### config.mk
export PLATFORM = sky130hd
export DESIGN_NAME = fetch_unit
export DESIGN_NICKNAME = d
export VERILOG_FILES = /design/src/rtl/fetch_unit.sv
export SDC_FILE = /design/constraint.sdc
export NUM_CORES = 2
export LEC_CHECK = 0
export ABC_AREA = 1
export ABC_CLOCK_PERIOD_IN_PS = 4019
export CORE_MARGIN = 8
export CORE_UTILIZATION = 60
export CTS_BUF_LIST = sky130_fd_sc_hd__clkbuf_4 sky130_fd_sc_hd__clkbuf_8
export DETAILED_ROUTE_END_ITERATION = 6
export PLACE_DENSITY = 0.78
export SLEW_MARGIN = 20
export SYNTH_ARGS = -nofsm -noshare
export SYNTH_HDL_FRONTEND = slang
export SYNTH_SLANG_ARGS = --single-unit
### constraint.sdc
create_clock -name clk -period 4.02 [get_ports clk]
set_input_delay 0.804 -clock clk [delete_from_list [all_inputs] [get_ports clk]]
set_output_delay 0.804 -clock clk [all_outputs]
set_load 0.005 [all_outputs]
### src/rtl/fetch_unit.sv
// Instruction-fetch stage with PC, internal instruction memory and IF/ID register.
// Detects load-use hazards against the EX stage and stalls; flushes IF/ID on redirect.
module fetch_unit #(
  parameter int          IMEM_DEPTH = 64,
  parameter logic [31:0] RESET_PC   = 32'd100
) (
  input  logic        clk,
  input  logic        rst,
  input  logic        em2reg,
  input  logic        ewreg,
  input  logic [4:0]  edestReg,
  input  logic        redirect,
  input  logic [31:0] redirect_pc,
  input  logic        imem_we,
  input  logic [31:0] imem_waddr,
  input  logic [31:0] imem_wdata,
  output logic [31:0] pc,
  output logic [31:0] dinstOut,
  output logic [31:0] dpc4,
  output logic        bubble,
  output logic [15:0] stall_cnt
);

  localparam int          AW      = $clog2(IMEM_DEPTH);
  localparam logic [29:0] DEPTH_W = 30'(IMEM_DEPTH);

  logic [31:0]   imem [IMEM_DEPTH];
  logic [31:0]   fetch_word;
  logic [5:0]    op;
  logic [4:0]    rs;
  logic [4:0]    rt;
  logic          hz;
  logic          fetch_in_range;
  logic          write_in_range;
  logic [AW-1:0] fetch_idx;
  logic [AW-1:0] write_idx;
  logic [1:0]    unused_waddr_lsb;

  assign op               = dinstOut[31:26];
  assign rs               = dinstOut[25:21];
  assign rt               = dinstOut[20:16];
  assign fetch_in_range   = (pc[31:2] < DEPTH_W);
  assign write_in_range   = (imem_waddr[31:2] < DEPTH_W);
  assign fetch_idx        = pc[AW+1:2];
  assign write_idx        = imem_waddr[AW+1:2];
  assign unused_waddr_lsb = imem_waddr[1:0];

  always_comb begin
    // NOTE: every always_comb output gets a default first so no path can infer a latch.
    fetch_word = 32'h0;
    if (fetch_in_range) fetch_word = imem[fetch_idx];
  end

  always_comb begin
    hz = em2reg & ewreg & (edestReg != 5'd0) &
         ((edestReg == rs) | ((op == 6'd0) & (edestReg == rt)));
    bubble = hz & ~redirect & ~rst;
  end

  // NOTE: the instruction array has no reset; program contents survive rst and the
  // array can map onto plain RAM. A same-cycle write/fetch sees the old word.
  always_ff @(posedge clk) begin
    if (imem_we && write_in_range) imem[write_idx] <= imem_wdata;
  end

  // NOTE: sequential state uses non-blocking assignments so every register samples
  // pre-edge values regardless of statement order.
  always_ff @(posedge clk) begin
    if (rst) begin
      pc        <= RESET_PC;
      dinstOut  <= 32'h0;
      dpc4      <= 32'h0;
      stall_cnt <= 16'h0;
    end else if (redirect) begin
      pc       <= redirect_pc;
      dinstOut <= 32'h0;
      dpc4     <= 32'h0;
    end else if (hz) begin
      if (stall_cnt != 16'hFFFF) stall_cnt <= stall_cnt + 16'd1;
    end else begin
      dinstOut <= fetch_word;
      dpc4     <= pc + 32'd4;
      pc       <= pc + 32'd4;
    end
  end

endmodule

== Word level (Yosys, flattened, before mapping) ==
Memory sizes are Yosys's and may differ from the RTL's. A register that Yosys moved wholly into a read port is not among the register bits.
Cells that the tools add are included.
Cells by class
  $lt $le $gt $ge: 2
  muxes and demuxes: 7
  eq/ne operators: 4
  add/subtract/negate cells: 2
  reductions and logical operators: 5
  bitwise logic cells: 9
Operators with widths (number)
  $mux W32: 3
  $lt A30 B7 Y1 const B: 2
  $add A32 B3 Y32 const B: 1
  $add A16 B1 Y16 const B: 1
  $ne A16 B16 Y1 const B: 1
  $mux W6: 2
  $eq A5 B5 Y1: 2
  $and A1 B1 Y1: 6
  $logic_not A6 Y1: 1
  $reduce_bool A5 Y1: 1
  $reduce_and A3 Y1: 1
  $mux W1: 2
  $ne A2 B2 Y1 const B: 1
  $not A1 Y1: 2
  $reduce_or A2 Y1: 1
  $logic_and A1 B1 Y1: 1
  $or A1 B1 Y1: 1
Storage, ports and cells
  input port bits: 107
  output and inout port bits: 113
  bits in writable memories: 2048
  word-level logic and storage cells: 34
  memories kept: 1
  register bits after elaboration: 112
Memories
  imem: words 64, bits a word 32, rd ports 1, clocked after Yosys merged registers in 1, write ports 1, line 27  | logic [31:0] imem [IMEM_DEPTH];

== Depth between registers and ports, before layout ==
  depth in word-level cells: 8
  mapped depth: 14
  mapped depth without buffers: 13

== Worst setup path before layout ==
Ideal clock, no wire load.
  path type: input to register
  start: input imem_waddr[17]
  end: memory imem[11][0] (enable)
  path buffers: 0
  path slack: 456 ps
  data required time: 3599 ps
  stages on the path: 5
  library setup time: 421 ps
  arrival: 3143 ps
  cell sequence: nor4_1 -> nand4_1 -> nor3b_1 -> nand2_1 -> nor2_1
On the way
  word-level cells in the longest chain between the ends: 4
RTL lines
  from (decl): line 15  | input logic [31:0] imem_waddr,
  $lt A30 B7 Y1: line 43  | assign write_in_range = (imem_waddr[31:2] < DEPTH_W);
  $logic_and A1 B1 Y1: line 63  | if (imem_we && write_in_range) imem[write_idx] <= imem_wdata;
  $mux W1: line 63
  $mux W1 (not written as such): line 63
  to (decl): line 27
Every way passes these cells.

== Worst setup path after layout ==
  start: register dinstOut[23]
  end: output bubble
On the way
  word-level cells in the longest chain between the ends: 5
RTL lines
  from (decl): line 18  | output logic [31:0] dinstOut,
  from (signal assigned): line 81  | dinstOut <= fetch_word;
  $eq A5 B5 Y1: line 56  | ((edestReg == rs) | ((op == 6'd0) & (edestReg == rt)));
  $or A1 B1 Y1: line 56
  $and A1 B1 Y1: line 55  | hz = em2reg & ewreg & (edestReg != 5'd0) &
  $and A1 B1 Y1 (2 in a row): line 57  | bubble = hz & ~redirect & ~rst;
  to (decl): line 20  | output logic bubble,
Every way passes these cells.

==> results_dict.tcl <==
set metrics [dict create \
    vias 62100 \
    path_buf_inv 3 \
    routed_wl_um 243000 \
    overflow 0 \
    crit_path_frequent_cell "nand2_1" \
    area_delta_synth_final_pct 14.2 \
    ys.flop_type "edfxtp_1" \
    crit_arrival_ps 3070 \
    grt_pass1_vias 60500 \
    finClkSkew_ps 75.6 \
    ir_drop_mv 0.326 \
    synth_edf_count 2048 \
    synth_area_um2 87900 \
    ys_seq_area_frac 0.726 \
    crit_type "reg2out" \
    cellPowerDensity_nw_per_um2 471 \
    clk_pin_slew_worst_paths_ps 70 \
    cp_max_fo 4 \
    min_period_ps 3870 \
    final_util 0.690 \
    hold_depth 1 \
    cts_made_buffers 352 \
    max_freq_mhz 258 \
    rsz0062_at_grt "no" \
    slew_headroom 0.230 \
    leakagePower_nw 36.6 \
    wire_per_inst_um 23.9 \
    cts_tree "built" \
    critPathMaxStageDelay_ps 590 \
    antenna_found_initial 8 \
    outcome "finished clean" \
    clk_path_buf_depth 4 \
    min_from "imem_wdata[28]" \
    async_flop_share 0 \
    final_hold_viol_count 0 \
    die_area_um2 159000 \
    syn-num-nets 7767 \
    final_layout_size_suffix_gt1_frac 0.123 \
    holdPathEnd "imem[27][28]" \
    end_kind "output pin" \
    tightest_slew_ps 1150 \
    crit_path_top_delay_cell "dfxtp_1" \
    worstHoldPathType "in2reg" \
    initial_utilization 0.604 \
    rrSetupSlack_ps 1040 \
    grtUsageTotal 0.300 \
    nets 8124 \
    drtPass1Iterations 6 \
    num_io_pins 220 \
    final_cell_mix "nand2_1, edfxtp_1, nand3_1" \
    clockRootBuffer "clkbuf_8" \
    num-fill-cells 9747 \
    slew_violations 0 \
    grt_max_degree 176 \
    ys_types 33 \
    worst_r2r_path_depth 10 \
    path_cells "inv_1, nand2_1, nand2_1, nor2_1, nand3_1, a21oi_4, nand2_2, inv_2, clkdlybuf4s50_1" \
    period_share 0.963 \
    syn_inst 7658 \
    io_buffers 217 \
    required_ps 3220 \
    cts_max_level 5 \
    hpwlAfterDp_um 141000 \
    drc_errors 0 \
    rows 140 \
    ys_ff_latch 2166 \
    layout_commonest_cell "nand2_1" \
    drt_iter0_markers 7979 \
    die_h_um 399 \
    antenna_left 0 \
    startpoint_type "flop" \
    cts.sinks 2166 \
    r2r_end "dinstOut[3]" \
    clock_latency_ps 1040 \
    cts_setup_buffers 0 \
    grt_pass1_wl_um 363000 \
    setup_viol 0 \
    via_per_inst 6.10 \
    fin_setup_tns_ps 0 \
    drv_cap 0 \
    die_width_um 399 \
    core_area_um2 146000 \
    crit_family "buffers and inverters" \
    syn_avg_cell_area_um2 11.5 \
    routabilityCongestion 0.917 \
    ys_warn_count 0 \
]
==> worst register-to-register path: stages (launching register included) <==
cell and delay (ps):
dfxtp_4 750, inv_8 260, buf_12 340, nand2_1 350
nand3_1 100, nand3_1 150, nand3_1 230, nand3_1 330
nand3_1 160, nand3_1 150, nand2_1 60
==> flip-flops by register name, summed over array words and instances, names as in the netlist, named ones only <==
signal / count
dinstOut: 32
dpc4: 32
imem: 2048
pc: 32
stall_cnt: 16
==> cells in the mapped netlist (2+ instances only) <==
| cell type | n | area [um2] |
|---|---|---|
| nor3_2 | 2 | 20.0 |
| buf_6 | 5 | 56.3 |
| nand3b_1 | 3 | 22.5 |
| nor4_1 | 9 | 56.3 |
| a21oi_1 | 15 | 75.1 |
| xnor2_1 | 8 | 70.1 |
| dfxtp_1 | 118 | 2360 |
| nand2_1 | 2397 | 9000 |
| o21ai_0 | 9 | 45.0 |
| xor2_1 | 25 | 219 |
| or2_2 | 84 | 526 |
| ha_1 | 2 | 25.0 |
| nand3_1 | 2003 | 10000 |
| edfxtp_1 | 2048 | 61500 |
| nor3_1 | 18 | 90.1 |
| clkbuf_1 | 209 | 785 |
| buf_1 | 88 | 330 |
| nor2_1 | 123 | 462 |
| inv_1 | 248 | 931 |
| buf_4 | 6 | 45.0 |
| inv_2 | 8 | 30.0 |
| o211ai_1 | 18 | 135 |
| nand4_1 | 35 | 219 |
| buf_2 | 166 | 831 |
| o21bai_1 | 3 | 22.5 |
==> stage by stage <==
step | hold slack [ps] | instance area, um2 | power [W] | instances | setup slack (ps)
finish | 247 | 100000 | 0.0473 | 10200 | 148
global route | 209 | 100000 | 0.0487 | 10200 | 14.3
CTS | 200 | 100000 | 0.0474 | 10200 | 112
detailed placement | 441 | 93700 | 0.0293 | 9577 | 435
global placement | 431 | 93700 | 0.0291 | 9577 | 381
floorplan | 442 | 87900 | 0.0276 | 7658 | 456
==> power breakdown <==
group	internal [W]	total [W]	switching, W	leakage, nW
Combinational	0.00117	0.00409	0.00292	13.6
Sequential	0.0247	0.0248	0.0000945	19.4
Clock	0.0101	0.0184	0.00837	3.58
Total	0.0359	0.0473	0.0114	36.6
==> kinds of logic after synthesis <==
kind of cell	count (synthesis)	share of synthesized area
AOI/OAI and AO/OA	47	0.00341
xor gates and xnor gates	33	0.00329
adders and majority gates	2	0.000285
buffers and inverters	731	0.0342
DFF	2166	0.726
and+or+nand+nor	4679	0.233
==> timing repair <==
item                       in CTS  in global routing
hold buffers                    0                  0
setup endpoints to repair       0                  1
gates resized for setup         0                  1
==> per-layer routing <==
metal	track usage	wire length [um]
met1	0.400	90000
met2	0.467	112000
met3	0.0716	29500
met4	0.149	12200
met5	0	83
==> area by class of cell <==
cell class,count,area [um2],area share
multi-input cells,4761,21600,0.215
repair buffers,477,4870,0.0485
diodes,3,7.51,0.0000748
well taps,1917,2400,0.0239
clock inverters,97,569,0.00567
inverters,257,993,0.00989
clock buffers,507,6140,0.0611
flip-flops and latches,2166,63900,0.636
==> worst max path at each step <==
stage	start	endpoint	slack [ps]	cells after the start
6_report	dinstOut[23]	bubble	150	9
5_1_grt	dinstOut[16]	bubble	10	11
4_1_cts	dinstOut[26]	bubble	110	10
3_5_place_dp	edestReg[2]	bubble	430	10
3_3_place_gp	edestReg[2]	bubble	380	10
2_1_floorplan	imem_waddr[17]	imem[11][0]	460	5
(Power assumes the default switching activity.)
